$ cat src/rtl/mul_pkg.sv
// Shared types for the M-extension multiply issue path.
// Holds funct3 encodings, FSM states and default core latency.
package mul_pkg;

  localparam int MUL_LATENCY_DEF = 8;

  typedef enum logic [1:0] {
    F3_MUL    = 2'b00,
    F3_MULH   = 2'b01,
    F3_MULHSU = 2'b10,
    F3_MULHU  = 2'b11
  } mul_op_e;

  typedef enum logic [1:0] {
    IDLE,
    ISSUE,
    CAPTURE,
    DONE
  } mul_state_e;

endpackage

$ cat src/rtl/mul_sign_fix.sv
// Conditional 64-bit negate of an unsigned product plus half-select.
// Ports: prod in, neg (negate), hi (upper half), res out.
module mul_sign_fix (
  input  logic [63:0] prod,
  input  logic        neg,
  input  logic        hi,
  output logic [31:0] res
);

  logic [63:0] p;

  assign p   = neg ? -prod : prod;
  assign res = hi ? p[63:32] : p[31:0];

endmodule

$ cat src/rtl/mul_issue_ctrl.sv
// Multiply issue control: sign strip, settle window, sign restore.
// Ports: in_* request handshake, core_* multiplier, out_* result.
module mul_issue_ctrl
  import mul_pkg::*;
#(
  parameter int MUL_LATENCY = MUL_LATENCY_DEF
) (
  input  logic        clk,
  input  logic        rst_n,
  input  logic        in_valid,
  output logic        in_ready,
  input  logic [1:0]  funct3,
  input  logic [31:0] rs1,
  input  logic [31:0] rs2,
  input  logic        flush,
  output logic [31:0] core_op1,
  output logic [31:0] core_op2,
  input  logic [63:0] core_answer,
  output logic        out_valid,
  input  logic        out_ready,
  output logic [31:0] result
);

  localparam int CW = $clog2(MUL_LATENCY);
  localparam logic [CW-1:0] CNT_LAST =
    CW'(MUL_LATENCY - 1);

  mul_state_e    state;
  mul_state_e    nxt;
  logic [CW-1:0] cnt;
  logic [1:0]    f3_q;
  logic          neg_q;
  logic          s1;
  logic          s2;
  logic          acc;
  logic          zero;
  logic          hi_sel;
  logic [31:0]   m1;
  logic [31:0]   m2;
  logic [31:0]   fix;

  assign in_ready = (state == IDLE) && !flush;
  assign acc      = in_valid && in_ready;

  assign s1 = rs1[31] &&
    (funct3 == F3_MULH || funct3 == F3_MULHSU);
  assign s2 = rs2[31] && (funct3 == F3_MULH);

  // 0x8000_0000 negates to itself, which is the
  // correct unsigned magnitude.
  assign m1   = s1 ? -rs1 : rs1;
  assign m2   = s2 ? -rs2 : rs2;
  assign zero = (m1 == '0) || (m2 == '0);

  assign hi_sel = (f3_q != F3_MUL);

  mul_sign_fix u_fix (
    .prod (core_answer),
    .neg  (neg_q),
    .hi   (hi_sel),
    .res  (fix)
  );

  always_comb begin
    nxt = state;
    unique case (state)
      IDLE:    if (acc) nxt = zero ? DONE : ISSUE;
      ISSUE:   if (cnt == CNT_LAST) nxt = CAPTURE;
      CAPTURE: nxt = DONE;
      DONE:    if (out_ready) nxt = IDLE;
      default: nxt = IDLE;
    endcase
    if (flush) nxt = IDLE;
  end

  always_ff @(posedge clk or negedge rst_n) begin
    if (!rst_n) state <= IDLE;
    else        state <= nxt;
  end

  always_ff @(posedge clk or negedge rst_n) begin
    if (!rst_n) begin
      cnt       <= '0;
      f3_q      <= '0;
      neg_q     <= 1'b0;
      core_op1  <= '0;
      core_op2  <= '0;
      out_valid <= 1'b0;
      result    <= '0;
    end else begin
      out_valid <= (nxt == DONE);
      if (flush) begin
        cnt      <= '0;
        core_op1 <= '0;
        core_op2 <= '0;
      end else begin
        unique case (state)
          IDLE: if (acc) begin
            f3_q  <= funct3;
            neg_q <= s1 ^ s2;
            cnt   <= '0;
            if (zero) begin
              result <= '0;
            end else begin
              core_op1 <= m1;
              core_op2 <= m2;
            end
          end
          ISSUE: cnt <= cnt + 1'b1;
          // Operands stay on the core through this
          // cycle so the sampled answer is settled.
          CAPTURE: begin
            result   <= fix;
            core_op1 <= '0;
            core_op2 <= '0;
          end
          default: ;
        endcase
      end
    end
  end

endmodule
$ cat config.mk
export PLATFORM = sky130hd
export DESIGN_NAME = mul_issue_ctrl
export DESIGN_NICKNAME = d
export VERILOG_FILES = /design/src/rtl/mul_pkg.sv /design/src/rtl/mul_sign_fix.sv /design/src/rtl/mul_issue_ctrl.sv
export SDC_FILE = /design/constraint.sdc
export NUM_CORES = 1
export LEC_CHECK = 0
export CORE_MARGIN = 3
export CORE_UTILIZATION = 30
export CTS_BUF_LIST = sky130_fd_sc_hd__clkbuf_2
export DETAILED_ROUTE_END_ITERATION = 8
export GPL_TIMING_DRIVEN = 1
export PLACE_DENSITY = 0.57
export SETUP_SLACK_MARGIN = 0.3
export SLEW_MARGIN = 10
export SYNTH_ARGS = -nofsm -noshare
export SYNTH_HDL_FRONTEND = slang
export SYNTH_SLANG_ARGS = --single-unit
$ cat constraint.sdc
create_clock -name clk -period 2.5 [get_ports clk]
set_clock_uncertainty 0.15 [all_clocks]
set_input_delay 0.5 -clock clk [delete_from_list [all_inputs] [get_ports clk]]
set_output_delay 0.5 -clock clk [all_outputs]
set_load 0.05 [all_outputs]
==> results of run 1 <==
==> through the flow <==
step                      total power, uW  cells  setup TNS, ns  setup slack [ns]  util, %
after floorplan                      3050    975        -147.04             -1.57        -
after global placement               4100   1765        -204.00             -2.13     48.2
after detailed placement             4110   1765        -202.09             -2.14     48.2
after CTS                            5080   1840         -78.38            -0.850     52.1
after global routing                 5510   1878         -93.20             -1.01     54.1
final                                5220   1878         -88.09            -0.965     54.1
==> critical path, delay by kind of cell <==
family | cells | cell delay (ns)
simple gates | 2 | 0.62
xor+xnor | 1 | 0.14
compound gates | 2 | 0.69
buf+inv | 16 | 1.94
==> metal layers <==
layer | wire length (um) | track usage, %
met3 | 2300 | 3.82
met1 | 15700 | 30.5
met5 | 0 | 0
met4 | 950 | 6.59
met2 | 17300 | 38.5
==> cell families (layout without fill, tap and decap cells) <==
logic type,Yosys count,count (layout),synth area share (%)
adder cells (fa/ha/maj),7,7,1.06
flip-flops,105,105,31.8
XOR/XNOR,118,118,12.5
multiplexers,7,7,0.847
AO/OA/AOI/OAI,318,318,27.7
AND/OR/NAND/NOR,314,314,20.4
buffers and inverters,106,667,5.70
other,0,1,0
==> worst min path at each step <==
stage                     startpoint  cells after the start            to
after floorplan                rst_n                      0        cnt[0]
after global placement         rst_n                      1  core_op1[28]
after detailed placement       rst_n                      1  core_op1[28]
after CTS                  funct3[0]                      3       f3_q[0]
after global routing           rst_n                      2  core_op1[24]
final                          rst_n                      2  core_op1[28]
==> flip-flops by register name, indices dropped and copies added (netlist names) <==
signal,cells
out_valid,1
neg_q,1
core_op1,32
core_op2,32
state,2
f3_q,2
cnt,3
result,32
==> area by class of cell <==
class / instances / area share (%)
diodes: 1 / 0.0171
clock buffers: 9 / 0.308
clock inverters: 7 / 0.359
inverters: 22 / 0.599
multi-input cells: 764 / 40.8
flip-flops and latches: 105 / 18.0
well taps: 341 / 2.92
repair buffers: 629 / 37.0
==> power breakdown <==
| part | switching [uW] | internal, uW |
|---|---|---|
| clock network | 658 | 136 |
| registers | 65.5 | 1800 |
| logic | 1380 | 1190 |
==> cells in the mapped netlist (all sizes together), types with 18 or more instances <==
cell type	instances	share of area, %
nor2	71	3.2
o41ai	18	2.0
nand2b	31	2.3
inv	22	1.0
nor3	26	1.8
a32o	63	7.6
xnor2	66	7.0
or4	23	2.1
buf	20	1.8
xor2	52	5.5
o21ai	78	4.7
dfrtp	105	32
clkbuf	64	2.9
o31ai	26	2.4
nand2	68	3.1
a21oi	51	3.1
==> timing repair <==
item	CTS	global route
setup endpoints to repair	196	149
gates resized for setup	525	226
hold buffers	3	1
hold endpoints to repair	107	1
setup buffers	53	28
pin swaps	57	119
cloned	3	8
==> results.json, run 1 <==
{
  "ios": 233,
  "worstSkewPairLatency_ns": 0.61,
  "numCtsBuffers": 9,
  "fmax_mhz": 289,
  "wire_per_inst_um": 19.3,
  "critPathMaxFanout": 2,
  "dieArea_um2": 29600,
  "synthCells": 975,
  "final_area_um2": 14600,
  "routed-via-count": 10200,
  "endpoint_kind": "flop",
  "hold_class": "in2async",
  "ant_nets": 0,
  "crit_top_cell": "buf_4",
  "p_leak_uw": 0.00629,
  "area_delta_synth_final_pct": 76.8,
  "endpoint": "core_op1[23]",
  "antenna_found_initial": 1,
  "setup_viol": 98,
  "regToRegEndpoint": "result[31]",
  "ys_types": 72,
  "fillCellCount": 2422,
  "ys_seq_area_share_pct": 31.8,
  "drc": 0,
  "slew_violations": 0,
  "powerDensity_nw_per_um2": 357,
  "grt_start_max_net_pins": 63,
  "ys_seq_elements": 105,
  "syn_avg_cell_area_um2": 8.48,
  "crit_type": "in2reg",
  "vias_per_cell": 5.42,
  "dp.final_hpwl_mm": 25.3,
  "first_iter_violations": 779,
  "io_buffers": 232,
  "multi_input_area_um2": 5970,
  "grt_pass1_vias": 10000,
  "drv.max_cap_violation_count": 0,
  "die_h_um": 172,
  "postRouteWirelength_mm": 36.3,
  "initial_core_util_pct": 30.6,
  "syn_area_um2": 8270,
  "reg2reg_slack_ns": 0.44,
  "cts.sinks": 105,
  "peakVddDrop_v": 0.000198,
  "layout_commonest_cell": "buf_4",
  "grt_pass1_wl_mm": 54.0,
  "fin_crit_sh_pct": 139,
  "cts_root_buf": "clkbuf_2",
  "synth_fp_nets": 1117,
  "cp-startpoint": "rs1[2]",
  "rsz0062_at_grt": "true",
  "cp.arrival_ns": 3.90,
  "ff2ff_path_depth": 7,
  "clk_pin_slew_ns": 0.33,
  "violations": "negative setup slack",
  "cts_buffer_depth": 2,
  "drt_pass1_iterations": 5,
  "seq_area_um2": 2630,
  "layout_setup_ws_ns": -0.965,
  "r2r_start": "f3_q[1]",
  "ys.flop_type": "dfrtp_1",
  "overflow": 0,
  "synth_edf_count": 0,
  "async_flop_share_pct": 100,
  "dpl_cell_area_um2": 13000,
  "whs_ns": 0.0944,
  "finalHoldViolCount": 0,
  "coreArea_um2": 27000,
  "die_w_um": 172,
  "htreeDepth": 3,
  "crit_path_start_kind": "input pin",
  "gp_congestion": 0.886,
  "final_cell_mix": "buf_4, dfrtp_1, clkdlybuf4s50_1",
  "ys.warnings.count": 0,
  "fp-row-count": 60,
  "nets": 1673,
  "slowest_delay_ns": 0.50,
  "drive_above_1_share_pct": 44.1,
  "cp.required_ns": 2.93,
  "relSlewSlack_pct": 61.0,
  "worst_slew_pin_slew_ns": 0.584,
  "outcome": "finished with violations",
  "cts_tree": "done",
  "grtUsageTotal_pct": 22.9,
  "path_cells": "buf_6, nor3_1, nand4_1, o41ai_4, xnor2_2, buf_4, buf_4, buf_4, buf_4, buf_4, buf_4, buf_4, buf_4, buf_4, buf_4, buf_4, buf_4, buf_4, buf_4, buf_6, a32o_1",
  "critPathSlowestCell": "o41ai_4",
  "min_period_ns": 3.46
}
(Power assumes the default switching activity.)
==> run 2: changes to the inputs <==
CORE_MARGIN = 10   (was 3)
PLACE_DENSITY = 0.61   (was 0.57)
==> run 2 against run 1 <==
Net effect: the flow still finishes with violations (negative setup slack); largest power group unchanged; combinational power fell by 4%; power is 1.5% lower; sequential share of layout area is 0.23 points higher; setup slack lost 0.23 ns; utilization decreased by 0.71 points; wire length increased by 3.5%; clock power up 2%; hold slack better by 0.0072 ns; highest routed layer is now met5; largest cell class unchanged.
==> results.json, run 2 (synthesis results as in run 1) <==
{
  "min_period_ns": 3.70,
  "postRouteWirelength_mm": 37.6,
  "coreArea_um2": 27000,
  "grt_pass1_wl_mm": 56.4,
  "setup_viol": 98,
  "initial_core_util_pct": 30.6,
  "endpoint_kind": "flop",
  "fp-row-count": 60,
  "r2r_start": "f3_q[0]",
  "worst_slew_pin_slew_ns": 0.685,
  "layout_commonest_cell": "buf_4",
  "cp.buffers_inverters": 7,
  "fin_crit_sh_pct": 148,
  "drv.max_cap_violation_count": 0,
  "gp_congestion": 0.930,
  "hold_class": "in2async",
  "crit_path_start_kind": "input pin",
  "whs_ns": 0.102,
  "grt.met2_usage_pct": 34.0,
  "io_buffers": 232,
  "cp.required_ns": 2.97,
  "violations": "negative setup slack",
  "top_regs": "core_op1 x32, core_op2 x32, result x32",
  "drt_pass1_iterations": 5,
  "cts.sinks": 105,
  "dp.final_hpwl_mm": 27.3,
  "regToRegEndpoint": "result[31]",
  "rsz0062_at_grt": "true",
  "outcome": "finished with violations",
  "finalHoldViolCount": 0,
  "layout_setup_ws_ns": -1.20,
  "die_w_um": 186,
  "area_delta_synth_final_pct": 74.4,
  "reg2reg_slack_ns": 0.44,
  "slew_violations": 0,
  "wire_per_inst_um": 20.3,
  "ios": 233,
  "drc": 0,
  "first_iter_violations": 826,
  "grt_pass1_vias": 10000,
  "critPathMaxFanout": 5,
  "met3_usage_pct": 6.14,
  "numCtsBuffers": 9,
  "drive_above_1_share_pct": 41.3,
  "routed-via-count": 10100,
  "cts_buffer_depth": 2,
  "ant_nets": 0,
  "vias_per_cell": 5.45,
  "overflow": 0,
  "crit_top_cell": "buf_6",
  "dieArea_um2": 34600,
  "critPathTopFamily": "simple AND/OR/NAND/NOR gates",
  "post-route-util_pct": 53.4,
  "relSlewSlack_pct": 54.4,
  "critPathSlowestCell": "or4_4",
  "grtUsageTotal_pct": 20.7,
  "clk_pin_slew_ns": 0.33,
  "p_leak_uw": 0.00626,
  "nets": 1649,
  "die_h_um": 186,
  "peakVddDrop_v": 0.000234,
  "cp.arrival_ns": 4.16,
  "worstSkewPairLatency_ns": 0.65,
  "fmax_mhz": 271,
  "cp-startpoint": "rs2[3]",
  "cts_root_buf": "clkbuf_2",
  "final_area_um2": 14400,
  "powerDensity_nw_per_um2": 356,
  "cts_tree": "done",
  "slowest_delay_ns": 0.55,
  "dpl_cell_area_um2": 13000,
  "antenna_found_initial": 3,
  "met1_usage_pct": 26.0,
  "grt_start_max_net_pins": 63,
  "grt_busiest_layer": "met2",
  "htreeDepth": 3,
  "crit_type": "in2reg",
  "final_cell_mix": "buf_4, dfrtp_1, clkdlybuf4s50_1",
  "path_cells": "buf_6, or4_4, buf_6, nor3_4, a41oi_2, xnor2_2, or4b_1, or4_4, o32a_1, buf_6, nand3b_4, buf_12, buf_8, buf_12, clkbuf_16, a32o_1",
  "ff2ff_path_depth": 7
}
==> run 2: per-layer routing <==
layer	share of wire [%]	up-vias
met5	0.035	-
met4	1.6	2
met3	8.9	48
met2	47	432
met1	43	4869
li1	-	4755
==> run 2: power by group <==
part	internal, uW	switching (uW)
logic	1130	1340
registers	1800	66.7
clock network	143	669
total	3070	2080
==> run 2: area by class of cell <==
| cell class | count | area, um^2 |
|---|---|---|
| fillers | 2518 | 12600 |
| multi-input cells | 764 | 5810 |
| repair buffers | 605 | 5370 |
| flip-flops and latches | 105 | 2630 |
| well taps | 341 | 427 |
| inverters | 22 | 82.6 |
| clock inverters | 7 | 53.8 |
| clock buffers | 9 | 45.0 |
| diodes | 2 | 5.00 |
==> run 2: timing repair <==
action | in CTS | in global routing
gates cloned | 10 | 4
hold buffers | 3 | 0
pin swaps | 55 | 68
setup endpoints to repair | 195 | 154
resized for setup | 515 | 181
setup buffers | 42 | 18
hold endpoints to repair | 107 | 0
==> run 2: worst max-delay path by stage <==
stage	cells after the start	slack, ns	to
6_report	16	-1.20	core_op1[7]
5_1_grt	16	-1.15	core_op1[1]
4_1_cts	14	-1.10	core_op2[17]
3_5_place_dp	13	-2.11	result[25]
3_3_place_gp	16	-2.08	result[0]
2_1_floorplan	15	-1.57	core_op1[0]
==> run 2: worst register-to-register path, cell delays in order (launching register included) <==
cell	delay, ns
dfrtp_1	0.46
or2_2	0.58
nand2_1	0.15
a31oi_1	0.21
o41ai_1	0.10
a221oi_1	0.23
a21oi_1	0.08
o21ai_2	0.06
==> run 2: stage by stage <==
step	worst slack [ns]	TNS [ns]	instances	total power, uW
after floorplan	-1.57	-147.04	975	3050
after global placement	-2.08	-200.51	1760	4110
after detailed placement	-2.11	-203.87	1760	4120
after CTS	-1.10	-97.91	1831	5110
after global routing	-1.15	-106.63	1854	5440
final	-1.20	-109.91	1855	5140
==> run 3: changes to the inputs <==
CAP_MARGIN = 30   (was default)
==> results of run 3 <==
The final DEF is identical to that of run 2; final timing and power are the same.
